--- src/rtl/execute_if.sv ---
// ID/EX -> EX/MEM bundle of the execute stage, plus the forwarding inputs and
// the combinational branch outputs that go back to fetch.
interface execute_if #(
  parameter int XLEN = 32
);
  // ID/EX bundle from decode
  logic            RegWriteE;
  logic            ALUSrcE;
  logic            MemWriteE;
  logic            ResultSrcE;
  logic            BranchE;
  logic [2:0]      ALUControlE;
  logic [XLEN-1:0] RD1_E;
  logic [XLEN-1:0] RD2_E;
  logic [XLEN-1:0] Imm_Ext_E;
  logic [4:0]      RD_E;
  logic [XLEN-1:0] PCE;
  logic [XLEN-1:0] PCPlus4E;

  // Hazard unit selects and writeback value used for forwarding
  logic [1:0]      ForwardAE;
  logic [1:0]      ForwardBE;
  logic [XLEN-1:0] ResultW;

  // Same-cycle branch resolution towards fetch
  logic            PCSrcE;
  logic [XLEN-1:0] PCTargetE;

  // EX/MEM bundle towards the memory stage
  logic            RegWriteM;
  logic            MemWriteM;
  logic            ResultSrcM;
  logic [4:0]      RD_M;
  logic [XLEN-1:0] ALUResultM;
  logic [XLEN-1:0] WriteDataM;
  logic [XLEN-1:0] PCPlus4M;

  modport master (
    output RegWriteE, ALUSrcE, MemWriteE, ResultSrcE, BranchE, ALUControlE,
           RD1_E, RD2_E, Imm_Ext_E, RD_E, PCE, PCPlus4E,
           ForwardAE, ForwardBE, ResultW,
    input  PCSrcE, PCTargetE,
           RegWriteM, MemWriteM, ResultSrcM, RD_M, ALUResultM, WriteDataM, PCPlus4M
  );

  modport slave (
    input  RegWriteE, ALUSrcE, MemWriteE, ResultSrcE, BranchE, ALUControlE,
           RD1_E, RD2_E, Imm_Ext_E, RD_E, PCE, PCPlus4E,
           ForwardAE, ForwardBE, ResultW,
    output PCSrcE, PCTargetE,
           RegWriteM, MemWriteM, ResultSrcM, RD_M, ALUResultM, WriteDataM, PCPlus4M
  );
endinterface

--- src/rtl/execute_cycle.sv ---
// Execute stage of the 5-stage RV32I pipeline: operand forwarding, ALU, BEQ
// resolution, branch target, and the EX/MEM pipeline register.
module execute_cycle #(
  parameter int XLEN = 32
) (
  input logic      clk,
  input logic      rst,
  execute_if.slave ex
);

  localparam logic [2:0] ALU_ADD = 3'b000;
  localparam logic [2:0] ALU_SUB = 3'b001;
  localparam logic [2:0] ALU_AND = 3'b010;
  localparam logic [2:0] ALU_OR  = 3'b011;
  localparam logic [2:0] ALU_SLT = 3'b101;

  localparam logic [1:0] FWD_RESULT_W = 2'b01;
  localparam logic [1:0] FWD_ALU_M    = 2'b10;

  typedef struct packed {
    logic            reg_write;
    logic            mem_write;
    logic            result_src;
    logic [4:0]      rd;
    logic [XLEN-1:0] alu_result;
    logic [XLEN-1:0] write_data;
    logic [XLEN-1:0] pc_plus4;
  } ex_mem_t;

  ex_mem_t ex_mem_d;
  ex_mem_t ex_mem_q;

  logic [XLEN-1:0] src_a;
  logic [XLEN-1:0] write_data;
  logic [XLEN-1:0] src_b;
  logic [XLEN-1:0] b_operand;
  logic [XLEN-1:0] sum;
  logic            is_sub;
  logic            overflow;
  logic            less_than;
  logic [XLEN-1:0] alu_result;
  logic            zero;

  // Forwarding from EX/MEM uses this stage's own registered result, i.e. the
  // previous instruction; select 11 is never issued and falls back to the register.
  always_comb begin
    // NOTE: every always_comb output gets a default first so no path infers a latch.
    src_a = ex.RD1_E;
    unique case (ex.ForwardAE)
      FWD_RESULT_W: src_a = ex.ResultW;
      FWD_ALU_M:    src_a = ex_mem_q.alu_result;
      default:      src_a = ex.RD1_E;
    endcase
  end

  always_comb begin
    write_data = ex.RD2_E;
    unique case (ex.ForwardBE)
      FWD_RESULT_W: write_data = ex.ResultW;
      FWD_ALU_M:    write_data = ex_mem_q.alu_result;
      default:      write_data = ex.RD2_E;
    endcase
  end

  assign src_b = ex.ALUSrcE ? ex.Imm_Ext_E : write_data;

  // One adder serves add, sub and slt; subtraction is A + ~B + 1.
  assign is_sub    = (ex.ALUControlE == ALU_SUB) || (ex.ALUControlE == ALU_SLT);
  assign b_operand = is_sub ? ~src_b : src_b;
  assign sum       = src_a + b_operand + {{(XLEN-1){1'b0}}, is_sub};

  // Signed overflow of A-B: operands differ in sign and the result sign differs from A.
  assign overflow  = (src_a[XLEN-1] ^ src_b[XLEN-1]) & (sum[XLEN-1] ^ src_a[XLEN-1]);
  assign less_than = sum[XLEN-1] ^ overflow;

  always_comb begin
    alu_result = '0;
    unique case (ex.ALUControlE)
      ALU_ADD: alu_result = sum;
      ALU_SUB: alu_result = sum;
      ALU_AND: alu_result = src_a & src_b;
      ALU_OR:  alu_result = src_a | src_b;
      ALU_SLT: alu_result = {{(XLEN-1){1'b0}}, less_than};
      default: alu_result = '0;
    endcase
  end

  assign zero = (alu_result == '0);

  // Branch decision and target go straight to fetch in this cycle.
  assign ex.PCSrcE    = ex.BranchE & zero;
  assign ex.PCTargetE = ex.PCE + ex.Imm_Ext_E;

  always_comb begin
    ex_mem_d            = '0;
    ex_mem_d.reg_write  = ex.RegWriteE;
    ex_mem_d.mem_write  = ex.MemWriteE;
    ex_mem_d.result_src = ex.ResultSrcE;
    ex_mem_d.rd         = ex.RD_E;
    ex_mem_d.alu_result = alu_result;
    ex_mem_d.write_data = write_data;
    ex_mem_d.pc_plus4   = ex.PCPlus4E;
  end

  // EX/MEM captures unconditionally every edge; there is no stall or enable.
  always_ff @(posedge clk) begin
    // NOTE: reset clears the whole bundle and wins over capture, so an
    // instruction in flight when rst rises is dropped rather than retired.
    if (rst) begin
      // NOTE: sequential state uses non-blocking assignments only.
      ex_mem_q <= '0;
    end else begin
      ex_mem_q <= ex_mem_d;
    end
  end

  assign ex.RegWriteM  = ex_mem_q.reg_write;
  assign ex.MemWriteM  = ex_mem_q.mem_write;
  assign ex.ResultSrcM = ex_mem_q.result_src;
  assign ex.RD_M       = ex_mem_q.rd;
  assign ex.ALUResultM = ex_mem_q.alu_result;
  assign ex.WriteDataM = ex_mem_q.write_data;
  assign ex.PCPlus4M   = ex_mem_q.pc_plus4;

endmodule
--- src/flat_wrapper.sv ---
// flat-port wrapper written by rule: the top's interface ports become plain ports
module execute_cycle_flat 
#(
  parameter int XLEN = 32
)
  (clk, rst, ex_RegWriteE, ex_ALUSrcE, ex_MemWriteE, ex_ResultSrcE, ex_BranchE, ex_ALUControlE, ex_RD1_E, ex_RD2_E, ex_Imm_Ext_E, ex_RD_E, ex_PCE, ex_PCPlus4E, ex_ForwardAE, ex_ForwardBE, ex_ResultW, ex_PCSrcE, ex_PCTargetE, ex_RegWriteM, ex_MemWriteM, ex_ResultSrcM, ex_RD_M, ex_ALUResultM, ex_WriteDataM, ex_PCPlus4M);
  execute_if #(.XLEN(XLEN)) ex_i ();
  input logic clk;
  input logic rst;
  input wire logic [$bits(ex_i.RegWriteE)-1:0] ex_RegWriteE;
  input wire logic [$bits(ex_i.ALUSrcE)-1:0] ex_ALUSrcE;
  input wire logic [$bits(ex_i.MemWriteE)-1:0] ex_MemWriteE;
  input wire logic [$bits(ex_i.ResultSrcE)-1:0] ex_ResultSrcE;
  input wire logic [$bits(ex_i.BranchE)-1:0] ex_BranchE;
  input wire logic [$bits(ex_i.ALUControlE)-1:0] ex_ALUControlE;
  input wire logic [$bits(ex_i.RD1_E)-1:0] ex_RD1_E;
  input wire logic [$bits(ex_i.RD2_E)-1:0] ex_RD2_E;
  input wire logic [$bits(ex_i.Imm_Ext_E)-1:0] ex_Imm_Ext_E;
  input wire logic [$bits(ex_i.RD_E)-1:0] ex_RD_E;
  input wire logic [$bits(ex_i.PCE)-1:0] ex_PCE;
  input wire logic [$bits(ex_i.PCPlus4E)-1:0] ex_PCPlus4E;
  input wire logic [$bits(ex_i.ForwardAE)-1:0] ex_ForwardAE;
  input wire logic [$bits(ex_i.ForwardBE)-1:0] ex_ForwardBE;
  input wire logic [$bits(ex_i.ResultW)-1:0] ex_ResultW;
  output wire logic [$bits(ex_i.PCSrcE)-1:0] ex_PCSrcE;
  output wire logic [$bits(ex_i.PCTargetE)-1:0] ex_PCTargetE;
  output wire logic [$bits(ex_i.RegWriteM)-1:0] ex_RegWriteM;
  output wire logic [$bits(ex_i.MemWriteM)-1:0] ex_MemWriteM;
  output wire logic [$bits(ex_i.ResultSrcM)-1:0] ex_ResultSrcM;
  output wire logic [$bits(ex_i.RD_M)-1:0] ex_RD_M;
  output wire logic [$bits(ex_i.ALUResultM)-1:0] ex_ALUResultM;
  output wire logic [$bits(ex_i.WriteDataM)-1:0] ex_WriteDataM;
  output wire logic [$bits(ex_i.PCPlus4M)-1:0] ex_PCPlus4M;
  assign ex_i.RegWriteE = ex_RegWriteE;
  assign ex_i.ALUSrcE = ex_ALUSrcE;
  assign ex_i.MemWriteE = ex_MemWriteE;
  assign ex_i.ResultSrcE = ex_ResultSrcE;
  assign ex_i.BranchE = ex_BranchE;
  assign ex_i.ALUControlE = ex_ALUControlE;
  assign ex_i.RD1_E = ex_RD1_E;
  assign ex_i.RD2_E = ex_RD2_E;
  assign ex_i.Imm_Ext_E = ex_Imm_Ext_E;
  assign ex_i.RD_E = ex_RD_E;
  assign ex_i.PCE = ex_PCE;
  assign ex_i.PCPlus4E = ex_PCPlus4E;
  assign ex_i.ForwardAE = ex_ForwardAE;
  assign ex_i.ForwardBE = ex_ForwardBE;
  assign ex_i.ResultW = ex_ResultW;
  assign ex_PCSrcE = ex_i.PCSrcE;
  assign ex_PCTargetE = ex_i.PCTargetE;
  assign ex_RegWriteM = ex_i.RegWriteM;
  assign ex_MemWriteM = ex_i.MemWriteM;
  assign ex_ResultSrcM = ex_i.ResultSrcM;
  assign ex_RD_M = ex_i.RD_M;
  assign ex_ALUResultM = ex_i.ALUResultM;
  assign ex_WriteDataM = ex_i.WriteDataM;
  assign ex_PCPlus4M = ex_i.PCPlus4M;
  execute_cycle #(.XLEN(XLEN)) u_core (.clk(clk), .rst(rst), .ex(ex_i));
endmodule
--- config.mk ---
export PLATFORM = sky130hd
export DESIGN_NAME = execute_cycle_flat
export DESIGN_NICKNAME = d
export VERILOG_FILES = /design/src/rtl/execute_if.sv /design/src/rtl/execute_cycle.sv /design/src/flat_wrapper.sv
export SDC_FILE = /design/constraint.sdc
export NUM_CORES = 1
export LEC_CHECK = 0
export BUFFER_PORTS_ARGS = -buffer_cell sky130_fd_sc_hd__buf_4
export CELL_PAD_IN_SITES_DETAIL_PLACEMENT = 1
export CELL_PAD_IN_SITES_GLOBAL_PLACEMENT = 1
export CORE_UTILIZATION = 32
export DETAILED_ROUTE_END_ITERATION = 7
export PLACE_DENSITY_LB_ADDON = 0.12
export SYNTH_ARGS = -nofsm -noshare
export SYNTH_HDL_FRONTEND = slang
export SYNTH_SLANG_ARGS = --single-unit
--- constraint.sdc ---
create_clock -name clk -period 3.9 [get_ports clk]
set_input_delay 0 -clock clk [delete_from_list [all_inputs] [get_ports clk]]
set_output_delay 0 -clock clk [all_outputs]
set_load 0.01 [all_outputs]
==> qor.yml, run 1 <==
sta:
  min_period_ns: 4.48
  fmax_mhz: 223
  hold_viol_final: 0
  min_period_over_period_pct: 115
  tightestPinTransition_ns: 0.859
  tns_ns: -0.785
  setup_viol: 2
  slew_viol_final: 0
  rsz0062_at_grt: "yes"
  setup_ws_ns: -0.575
  skew_ns: 0.0186
  slew_headroom_pct: 42.7
place:
  dp_hpwl_um: 36400
  dpl_cell_area_mm2: 0.0132
  placedCellCount: 1983
  io_buffers: 347
  gp_congestion: 1.01
worst_hold_path:
  hold_class: "input port to flop"
  hold_path_depth: 4
  min_from: "ex_RD2_E[6]"
synthesis:
  ys_ff_latch: 104
  synth.avg_cell_area_um2: 7.66
  yosysSeqAreaShare_pct: 23.7
  synth_cell_types: 76
  netlist_instances: 1146
  synth_nets: 1426
  syn-cell-area_mm2: 0.00878
  ys.flop_type: "dfxtp_1"
  yosysTopAreaCell: "dfxtp_1"
  synth_top_area_share_pct: 23.7
  synth_edf_count: 0
  synth_area_leaders: "dfxtp_1 (24%), ha_1 (9.5%), xnor2_1 (6.8%), o21ai_0 (6.0%), nand2_1 (4.7%)"
  synth-async-reset-ratio_pct: 0
  yosys_warnings: 0
final_layout:
  fin_area_mm2: 0.0147
  fill_cells: 3310
  layout_commonest_cell: "buf_4"
  nets: 2010
  most-common-layout-cells: "buf_4 (576), nand2_1 (107), nor2_1 (104), dfxtp_1 (98), o21ai_0 (87)"
  final_cells: 2080
  drive_gt1_share_pct: 40.6
  areaGrowthSynthToFinish_pct: 67.3
  multi_input_comb_area_mm2: 0.00669
  regArea_mm2: 0.00209
floorplanning:
  ios: 348
  die_y_um: 168
  start_util_pct: 32.6
  core_area_mm2: 0.0270
  rows: 60
  dieWidth_um: 168
  die-area_mm2: 0.0281
worst_setup_path:
  cp-start-kind: "flop"
  cp-end-kind: "output port"
  critPathArrivalTime_ns: 4.48
  crit_start: "u_core.ex.ALUResultM[1]"
  crit_path_max_fanout: 4
  criticalPathCategory: "flop to output port"
  r2r-start: "u_core.ex.ALUResultM[1]"
  crit_required_ns: 3.90
  r2r_cells: 20
global_route:
  grt-ovfl-total: 0
  globalRouteMet3Util_pct: 4.89
  grtUsageMet1_pct: 39.3
  grt_max_degree: 69
  antenna_found_initial: 4
  grt_pass1_vias: 11550
  grt_usage_pct: 31.8
  gr-max-usage-layer: "met2"
  grt_util_met2_pct: 54.2
  grt_pass1_wl_um: 68600
clock_tree:
  cts_buffer_depth: 2
  htree_levels: 3
  cts-root-buf: "clkbuf_16"
  insertion_delay_ns: 0.36
  clk_pin_slew_ns: 0.09
  tritoncts: "done"
  cts_made_buffers: 9
  clock_sinks: 104
power_and_ir_drop:
  p_leak_nw: 6.92
  total_power_w: 0.00518
  peakVddDrop_v: 0.000201
  power.density_mw_per_mm2: 353
drt:
  wl_um: 46200
  detail-route-antenna-nets: 0
  vias_per_cell: 5.41
  vias: 11243
  drtIter0Drc: 610
  post_drt_wl_per_cell_um: 22.2
  dr.pass1.iters: 7
  drc_errors: 0
run_status:
  violations: "negative setup slack"
  status: "finished, violations left"
flow_run:
  max-cap-violations: 0
## critical path, stage by stage, from the launching register on
cell	delay (ns)
dfxtp_2	0.35
a22oi_2	0.09
a222oi_1	0.53
xnor2_1	0.19
buf_4	0.18
ha_4	0.15
a211o_1	0.32
a21oi_4	0.21
buf_4	0.14
buf_4	0.11
a21oi_1	0.08
or3_1	0.37
a31oi_4	0.22
and3_1	0.20
o2111ai_2	0.15
nor4_4	0.36
nand2_1	0.10
nor3b_2	0.19
buf_4	0.16
## synth_stat cells, types with 15 or more instances
master,n
a21o_1,29
a21oi_1,58
a221o_1,28
a22oi_1,44
a31oi_1,15
clkbuf_1,43
dfxtp_1,104
ha_1,67
inv_1,46
maj3_1,24
nand2_1,110
nor2_1,106
nor2b_1,49
nor3_1,23
o21ai_0,106
xnor2_1,68
## cells by family after synthesis
logic type	share of synthesized area, %
AO/OA/AOI/OAI	29.5
XOR/XNOR	7.48
adder cells (fa/ha/maj)	12.9
buffers and inverters	5.21
flip-flops	23.7
multiplexers	0.641
AND/OR/NAND/NOR	20.6
## state kept, by name (all words and copies together) (netlist names)
signal	flops
u_core.ex.ResultSrcM	1
u_core.ex.WriteDataM	32
u_core.ex.ALUResultM	32
u_core.ex.MemWriteM	1
u_core.ex.RegWriteM	1
u_core.ex.RD_M	5
u_core.ex.PCPlus4M	32
## where the power goes
group	switching, W	total (W)	internal [W]
clock	0.000478	0.000960	0.000482
sequential	0.0000431	0.00119	0.00115
combinational	0.00153	0.00303	0.00150
total	0.00205	0.00518	0.00314
## routing by layer
layer | up-vias | wire [um]
li1 | 5372 | -
met1 | 5429 | 19500
met2 | 347 | 22000
met3 | 95 | 2480
met4 | 0 | 2230
met5 | - | 0
## metrics by stage
| step | utilization [%] | setup slack [ns] | hold slack [ns] |
|---|---|---|---|
| global placement | 48.9 | -0.836 | 0.209 |
| detailed placement | 48.9 | -0.889 | 0.218 |
| finish | 54.5 | -0.575 | 0.00221 |
| floorplan | - | 0.00660 | 0.128 |
| CTS | 53.3 | -0.586 | 0.000708 |
| global route | 54.5 | -0.762 | 0.0368 |
## final cells by class
class | instances | area share [%]
Tap cell | 341 | 2.90
Multi-Input combinational cell | 927 | 45.5
Timing Repair Buffer | 642 | 34.0
Clock buffer | 11 | 1.72
Sequential cell | 104 | 14.2
Clock inverter | 5 | 0.349
Antenna cell | 4 | 0.0681
Inverter | 46 | 1.18
## worst paths after layout
kind	endpoint	slack (ns)
hold / removal	u_core.ex.WriteDataM[6]	0.002
hold reg to reg	u_core.ex.WriteDataM[25]	0.75
setup / recovery	ex_PCSrcE	-0.58
setup reg to reg	u_core.ex.ALUResultM[0]	-0.21
## timing repair
item,4_1_cts,5_1_grt
pin swaps,26,32
setup endpoints to repair,4,9
hold buffers,55,0
hold endpoints to repair,55,0
resized for setup,60,62
buffers inserted,11,11
(Power assumes the default switching activity.)
==> inputs of run 2 (changes only) <==
--- a/config.mk
+++ b/config.mk
@@ -6,9 +6,7 @@
 export NUM_CORES = 1
 export LEC_CHECK = 0
 export BUFFER_PORTS_ARGS = -buffer_cell sky130_fd_sc_hd__buf_4
-export CELL_PAD_IN_SITES_DETAIL_PLACEMENT = 1
-export CELL_PAD_IN_SITES_GLOBAL_PLACEMENT = 1
-export CORE_UTILIZATION = 32
+export CORE_UTILIZATION = 42
 export DETAILED_ROUTE_END_ITERATION = 7
 export PLACE_DENSITY_LB_ADDON = 0.12
 export SYNTH_ARGS = -nofsm -noshare
==> qor.yml, run 2 (synthesis gave the netlist of run 1 again) <==
power_and_ir_drop:
  power_frac_seq_pct: 24.0  # was 23.0%
  switching_share_pct: 39.2  # was 39.5%
  p_clk_share_pct: 18.6  # was 18.5%
  pwr-share-comb_pct: 57.3  # was 58.5%
  power.internal_w: 0.00303  # was 0.00314 W
  power_switching_w: 0.00195  # was 0.00205 W
  power.density_mw_per_mm2: 348  # was 353 mW/mm2
  peakVddDrop_v: 0.000212  # was 0.000201 V
  p_leak_nw: 6.80  # was 6.92 nW
place:
  gp_congestion: 0.985  # was 1.01
  dp_hpwl_um: 32800  # was 36400 um
  placedCellCount: 1903  # was 1983
  place_ws_ns: -0.653  # was -0.889 ns
  io_buffers: 347  # unchanged
run_status:
  status: "finished, violations left"  # unchanged
  violations: "negative setup slack"  # unchanged
worst_hold_path:
  hold_path_depth: 3  # was 4
  hold_class: "input port to flop"  # unchanged
final_layout:
  most-common-layout-cells: "buf_4 (563), nand2_1 (109), nor2_1 (103), dfxtp_1 (101), o21ai_0 (93)"  # was buf_4 (576), nand2_1 (107), nor2_1 (104), dfxtp_1 (98), o21ai_0 (87)
  layout_commonest_cell: "buf_4"  # unchanged
  areaGrowthSynthToFinish_pct: 62.8  # was 67.3%
  nets: 1993  # was 2010
  drive_gt1_share_pct: 37.8  # was 40.6%
  finish.utilization_pct: 70.2  # was 54.5%
  final_cells: 1990  # was 2080
global_route:
  antenna_found_initial: 2  # was 4
  grt-ovfl-total: 0  # unchanged
  grt_max_degree: 67  # was 69
  grt_usage_pct: 37.3  # was 31.8%
  grt_pass1_vias: 10633  # was 11550
  grt_pass1_wl_um: 61400  # was 68600 um
sta:
  slew_headroom_pct: 40.4  # was 42.7%
  rsz0062_at_grt: "yes"  # unchanged
  fmax_mhz: 220  # was 223 MHz
  min_period_over_period_pct: 117  # was 115%
  setup_ws_ns: -0.647  # was -0.575 ns
  min_period_ns: 4.55  # was 4.48 ns
  skew_ns: 0.0128  # was 0.0186 ns
  tightestPinTransition_ns: 0.894  # was 0.859 ns
  tns_ns: -0.820  # was -0.785 ns
  hold_viol_final: 0  # unchanged
  slew_viol_final: 0  # unchanged
  setup_viol: 3  # was 2
drt:
  detail-route-antenna-nets: 0  # unchanged
  wl_um: 41400  # was 46200 um
  vias: 11191  # was 11243
  drtIter0Drc: 880  # was 610
  post_drt_wl_per_cell_um: 20.8  # was 22.2 um
  dr.pass1.iters: 7  # unchanged
  vias_per_cell: 5.62  # was 5.41
  drc_errors: 0  # unchanged
clock_tree:
  insertion_delay_ns: 0.36  # about the same
  tritoncts: "done"  # unchanged
  cts_made_buffers: 9  # unchanged
  cts-root-buf: "clkbuf_16"  # unchanged
  cts_buffer_depth: 2  # unchanged
  clk_pin_slew_ns: 0.08  # was 0.09 ns
  htree_levels: 3  # unchanged
  clock_sinks: 104  # unchanged
floorplanning:
  core_area_mm2: 0.0204  # was 0.0270 mm2
  ios: 348  # unchanged
  die-area_mm2: 0.0215  # was 0.0281 mm2
  rows: 52  # was 60
  dieWidth_um: 147  # was 168 um
  die_y_um: 147  # was 168 um
  start_util_pct: 43.1  # was 32.6%
worst_setup_path:
  max_stage_delay_ns: 0.70  # was 0.53 ns
  crit_path_max_fanout: 4  # unchanged
  crit_family: "compound AO/OA/AOI/OAI gates"  # unchanged
  slowest_stage: "a222oi_1"  # unchanged
  worstPathCellList: "a22oi_2, a222oi_1, xnor2_1, ha_1, o21a_1, o31a_1, o21ai_4, o41a_1, nand4_1, nand3_1, or4_4, nor4_4, nand2_1, nor3b_2, buf_4"  # was a22oi_2, a222oi_1, xnor2_1, buf_4, ha_4, a211o_1, a21oi_4, buf_4, buf_4, a21oi_1, or3_1, a31oi_4, and3_1, o2111ai_2, nor4_4, nand2_1, nor3b_2, buf_4
  criticalPathCategory: "flop to output port"  # unchanged
  cp-end-kind: "output port"  # unchanged
  cp.depth: 15  # was 18
  crit_required_ns: 3.90  # about the same
  critPathArrivalTime_ns: 4.55  # was 4.48 ns
  path_buf_inv: 1  # was 4
  r2r_cells: 17  # was 20
  cp-start-kind: "flop"  # unchanged
flow_run:
  max-cap-violations: 0  # unchanged
[run 2: layout make-up]
cell class / instances / area [um2]
antenna: 2 / 5.00
clock buffer: 9 / 225
clock inverter: 7 / 71.3
fill: 1700 / 6070
inverter: 46 / 173
multi-input combinational: 927 / 6530
sequential: 104 / 2090
tap: 270 / 338
timing repair buffer: 625 / 4870
[run 2: final timing paths]
check	to	startpoint	slack, ns
setup reg to reg	u_core.ex.ALUResultM[0]	u_core.ex.ALUResultM[3]	-0.15
setup / recovery	ex_PCSrcE	u_core.ex.ALUResultM[3]	-0.65
hold reg to reg	u_core.ex.WriteDataM[15]	u_core.ex.ALUResultM[15]	0.71
hold / removal	u_core.ex.WriteDataM[15]	ex_ResultW[15]	0.01
[run 2: worst min-delay path, delay by kind of cell]
kind | cells | cell delay [ns]
compound gates | 1 | 0.10
simple gates | 1 | 0.14
buf+inv | 1 | 0.08
[run 2: repair_timing]
| action | in CTS | in global routing |
|---|---|---|
| pin swaps | 24 | 31 |
| setup buffers | 6 | 6 |
| resized for setup | 19 | 50 |
| hold buffers | 59 | 0 |
| hold endpoints to repair | 59 | 0 |
| cloned | 0 | 0 |
| setup endpoints to repair | 5 | 10 |
[run 2: routing by layer]
| metal | GRT usage, % | share of wire, % | up-vias |
|---|---|---|---|
| met1 | 48.4 | 42 | 5293 |
| met3 | 7.47 | 7.9 | 72 |
| met2 | 59.2 | 46 | 502 |
| li1 | - | - | 5324 |
| met5 | 0 | 0 | - |
| met4 | 17.0 | 3.9 | 0 |
[run 2: power groups by stage]
stage                     combinational, W  clock [W]  sequential [W]
after floorplan                    0.00129          0         0.00125
after global placement             0.00259          0         0.00121
after detailed placement           0.00260          0         0.00121
after CTS                          0.00271   0.000932         0.00119
after global routing               0.00305   0.000981         0.00120
final                              0.00285   0.000927         0.00120
[run 2: stage by stage]
step | total power, W | hold WS (ns) | instance area, um2
final | 0.00498 | 0.0132 | 14300
after global routing | 0.00524 | 0.0337 | 14300
after CTS | 0.00483 | 0.0164 | 14100
after detailed placement | 0.00381 | 0.215 | 13100
after global placement | 0.00380 | 0.209 | 13100
after floorplan | 0.00254 | 0.128 | 8820
==> inputs of run 3 (changes only) <==
==> constraint.sdc (replaced) <==
create_clock -name clk -period 4.3 [get_ports clk]
set_input_delay 0 -clock clk [delete_from_list [all_inputs] [get_ports clk]]
set_output_delay 0 -clock clk [all_outputs]
set_load 0.01 [all_outputs]
==> qor.yml, run 3 (synthesis gave the netlist of run 1 again) <==
sta:
  min_period_ns: 4.56
  rsz0062_at_grt: "yes"  # unchanged
  fmax_mhz: 220
  tns_ns: -0.255  # was -0.820 ns
  slew_viol_final: 0  # unchanged
  slew_headroom_pct: 33.8  # was 40.4%
  min_period_over_period_pct: 106
  skew_ns: 0.0107  # was 0.0128 ns
  hold_viol_final: 0  # unchanged
  tightestPinTransition_ns: 0.993  # was 0.894 ns
  setup_viol: 1  # was 3
  setup_ws_ns: -0.255  # was -0.647 ns
worst_setup_path:
  rrSetupSlack_ns: 0.33  # was -0.15 ns
  worstPathCellList: "a22oi_1, a221o_1, xnor2_1, ha_1, a211oi_1, buf_4, nor2_1, nor2_1, a21oi_2, mux2_2, or4_1, nand2b_1, or4_4, nor4_4, nand2_1, nor3b_2, buf_4"  # was a22oi_2, a222oi_1, xnor2_1, ha_1, o21a_1, o31a_1, o21ai_4, o41a_1, nand4_1, nand3_1, or4_4, nor4_4, nand2_1, nor3b_2, buf_4
  path_buf_inv: 2  # was 1
  cp-end-kind: "output port"  # unchanged
  crit_family: "simple AND/OR/NAND/NOR gates"  # was compound AO/OA/AOI/OAI gates
  criticalPathCategory: "flop to output port"  # unchanged
  critPathArrivalTime_ns: 4.56  # was 4.55 ns
  cp-start-kind: "flop"  # unchanged
  crit_path_max_fanout: 4  # unchanged
  slowest_stage: "or4_4"  # was a222oi_1
  max_stage_delay_ns: 0.55  # was 0.70 ns
  crit_required_ns: 4.30  # was 3.90 ns
drt:
  post_drt_wl_per_cell_um: 21.1  # was 20.8 um
  vias: 11045  # was 11191
  drc_errors: 0  # unchanged
  detail-route-antenna-nets: 0  # unchanged
  vias_per_cell: 5.73  # was 5.62
  dr.pass1.iters: 6  # was 7
  wl_um: 40700  # was 41400 um
  drtIter0Drc: 910  # was 880
worst_hold_path:
  hold_class: "input port to flop"  # unchanged
place:
  io_buffers: 347  # unchanged
  gp_congestion: 0.998  # was 0.985
  dp_hpwl_um: 32200  # was 32800 um
floorplanning:
  core_area_mm2: 0.0204  # unchanged
  die-area_mm2: 0.0215  # unchanged
  die_y_um: 147  # unchanged
  rows: 52  # unchanged
  dieWidth_um: 147  # unchanged
  ios: 348  # unchanged
  start_util_pct: 43.1  # unchanged
global_route:
  grt_pass1_wl_um: 60000  # was 61400 um
  grt_max_degree: 57  # was 67
  grt_usage_pct: 36.6  # was 37.3%
  grt-ovfl-total: 0  # unchanged
  antenna_found_initial: 2  # unchanged
  grt_pass1_vias: 10389  # was 10633
final_layout:
  most-common-layout-cells: "buf_4 (493), nand2_1 (107), nor2_1 (105), dfxtp_1 (98), o21ai_0 (87)"  # was buf_4 (563), nand2_1 (109), nor2_1 (103), dfxtp_1 (101), o21ai_0 (93)
  layout_commonest_cell: "buf_4"  # unchanged
  drive_gt1_share_pct: 35.5  # was 37.8%
  areaGrowthSynthToFinish_pct: 58.3  # was 62.8%
  fill_cells: 1758  # was 1700
  finish.utilization_pct: 68.3  # was 70.2%
  nets: 1930  # was 1993
clock_tree:
  htree_levels: 3  # unchanged
  cts_made_buffers: 9  # unchanged
  tritoncts: "done"  # unchanged
  insertion_delay_ns: 0.36  # about the same
  clk_pin_slew_ns: 0.08  # about the same
  cts-root-buf: "clkbuf_16"  # unchanged
  clock_sinks: 104  # unchanged
  cts_buffer_depth: 2  # unchanged
run_status:
  status: "finished, violations left"  # unchanged
  violations: "negative setup slack"  # unchanged
power_and_ir_drop:
  power.density_mw_per_mm2: 319  # was 348 mW/mm2
  p_leak_nw: 6.50  # was 6.80 nW
  peakVddDrop_v: 0.000198  # was 0.000212 V
flow_run:
  max-cap-violations: 0  # unchanged
run 3: changes by cell type in the layout (fill, tap and decap cells not counted), moves of 3 or more:
cell           change
buf_4             -70
ha_1               -3
o21ai_0            -6
o21ai_1            +5
dlygate4sd3_1      +7
dfxtp_1            -3
run 3: layout make-up:
class | count | area, um2 | share of cell area (%)
tap | 270 | 338 | 2.43
antenna | 1 | 2.50 | 0.0180
inverter | 46 | 173 | 1.24
clock inverter | 7 | 86.3 | 0.621
clock buffer | 9 | 225 | 1.62
sequential | 104 | 2100 | 15.1
multi-input combinational | 927 | 6570 | 47.3
timing repair buffer | 562 | 4410 | 31.7
run 3: path summary, 6_finish.rpt:
path	from	endpoint	depth (start not counted)
setup / recovery	u_core.ex.ALUResultM[7]	ex_PCSrcE	17
hold / removal	ex_RD2_E[14]	u_core.ex.WriteDataM[14]	4
setup reg to reg	u_core.ex.ALUResultM[15]	u_core.ex.ALUResultM[31]	13
hold reg to reg	u_core.ex.ALUResultM[17]	u_core.ex.WriteDataM[17]	3
run 3: timing repair:
item | in CTS | in global routing
gates resized for setup | 21 | 68
setup buffers | 3 | 8
pin swaps | 15 | 37
setup endpoints to repair | 1 | 2
endpoints found under the hold margin | 65 | 0
hold buffers | 66 | 0
run 3: worst register-to-register path: cells and delay by family (launching register included):
family                   cells  cell delay (ns)
AND/OR/NAND/NOR              5             1.43
AO/OA/AOI/OAI                3             0.79
adder cells (fa/ha/maj)      1             0.53
XOR/XNOR                     2             0.40
flip-flops                   1             0.36
buffers and inverters        2             0.34
run 3: per-layer routing:
| metal | routed length (um) | track usage [%] | up-vias | part of all wire [%] |
|---|---|---|---|---|
| li1 | - | - | 5209 | - |
| met1 | 16500 | 45.6 | 5173 | 40 |
| met2 | 18700 | 59.1 | 564 | 46 |
| met3 | 3600 | 9.03 | 97 | 8.8 |
| met4 | 1950 | 16.7 | 2 | 4.8 |
| met5 | 9 | 0 | - | 0.022 |
run 3: through the flow:
step / cells / hold WS [ns] / setup WS (ns) / instance area [um2] / power, W
after global routing: 1926 / 0.0147 / -0.385 / 13900 / 0.00468
final: 1926 / 0.0188 / -0.255 / 13900 / 0.00444
after CTS: 1917 / 0.00420 / -0.120 / 13600 / 0.00429
after detailed placement: 1832 / 0.215 / -0.305 / 12500 / 0.00334
after floorplan: 1146 / 0.128 / 0.0997 / 8780 / 0.00230
after global placement: 1832 / 0.209 / -0.166 / 12500 / 0.00332
run 3: power by group:
group	switching [W]	internal, W
clock network	0.000453	0.000419
logic	0.00126	0.00121
registers	0.0000539	0.00104
total	0.00177	0.00267
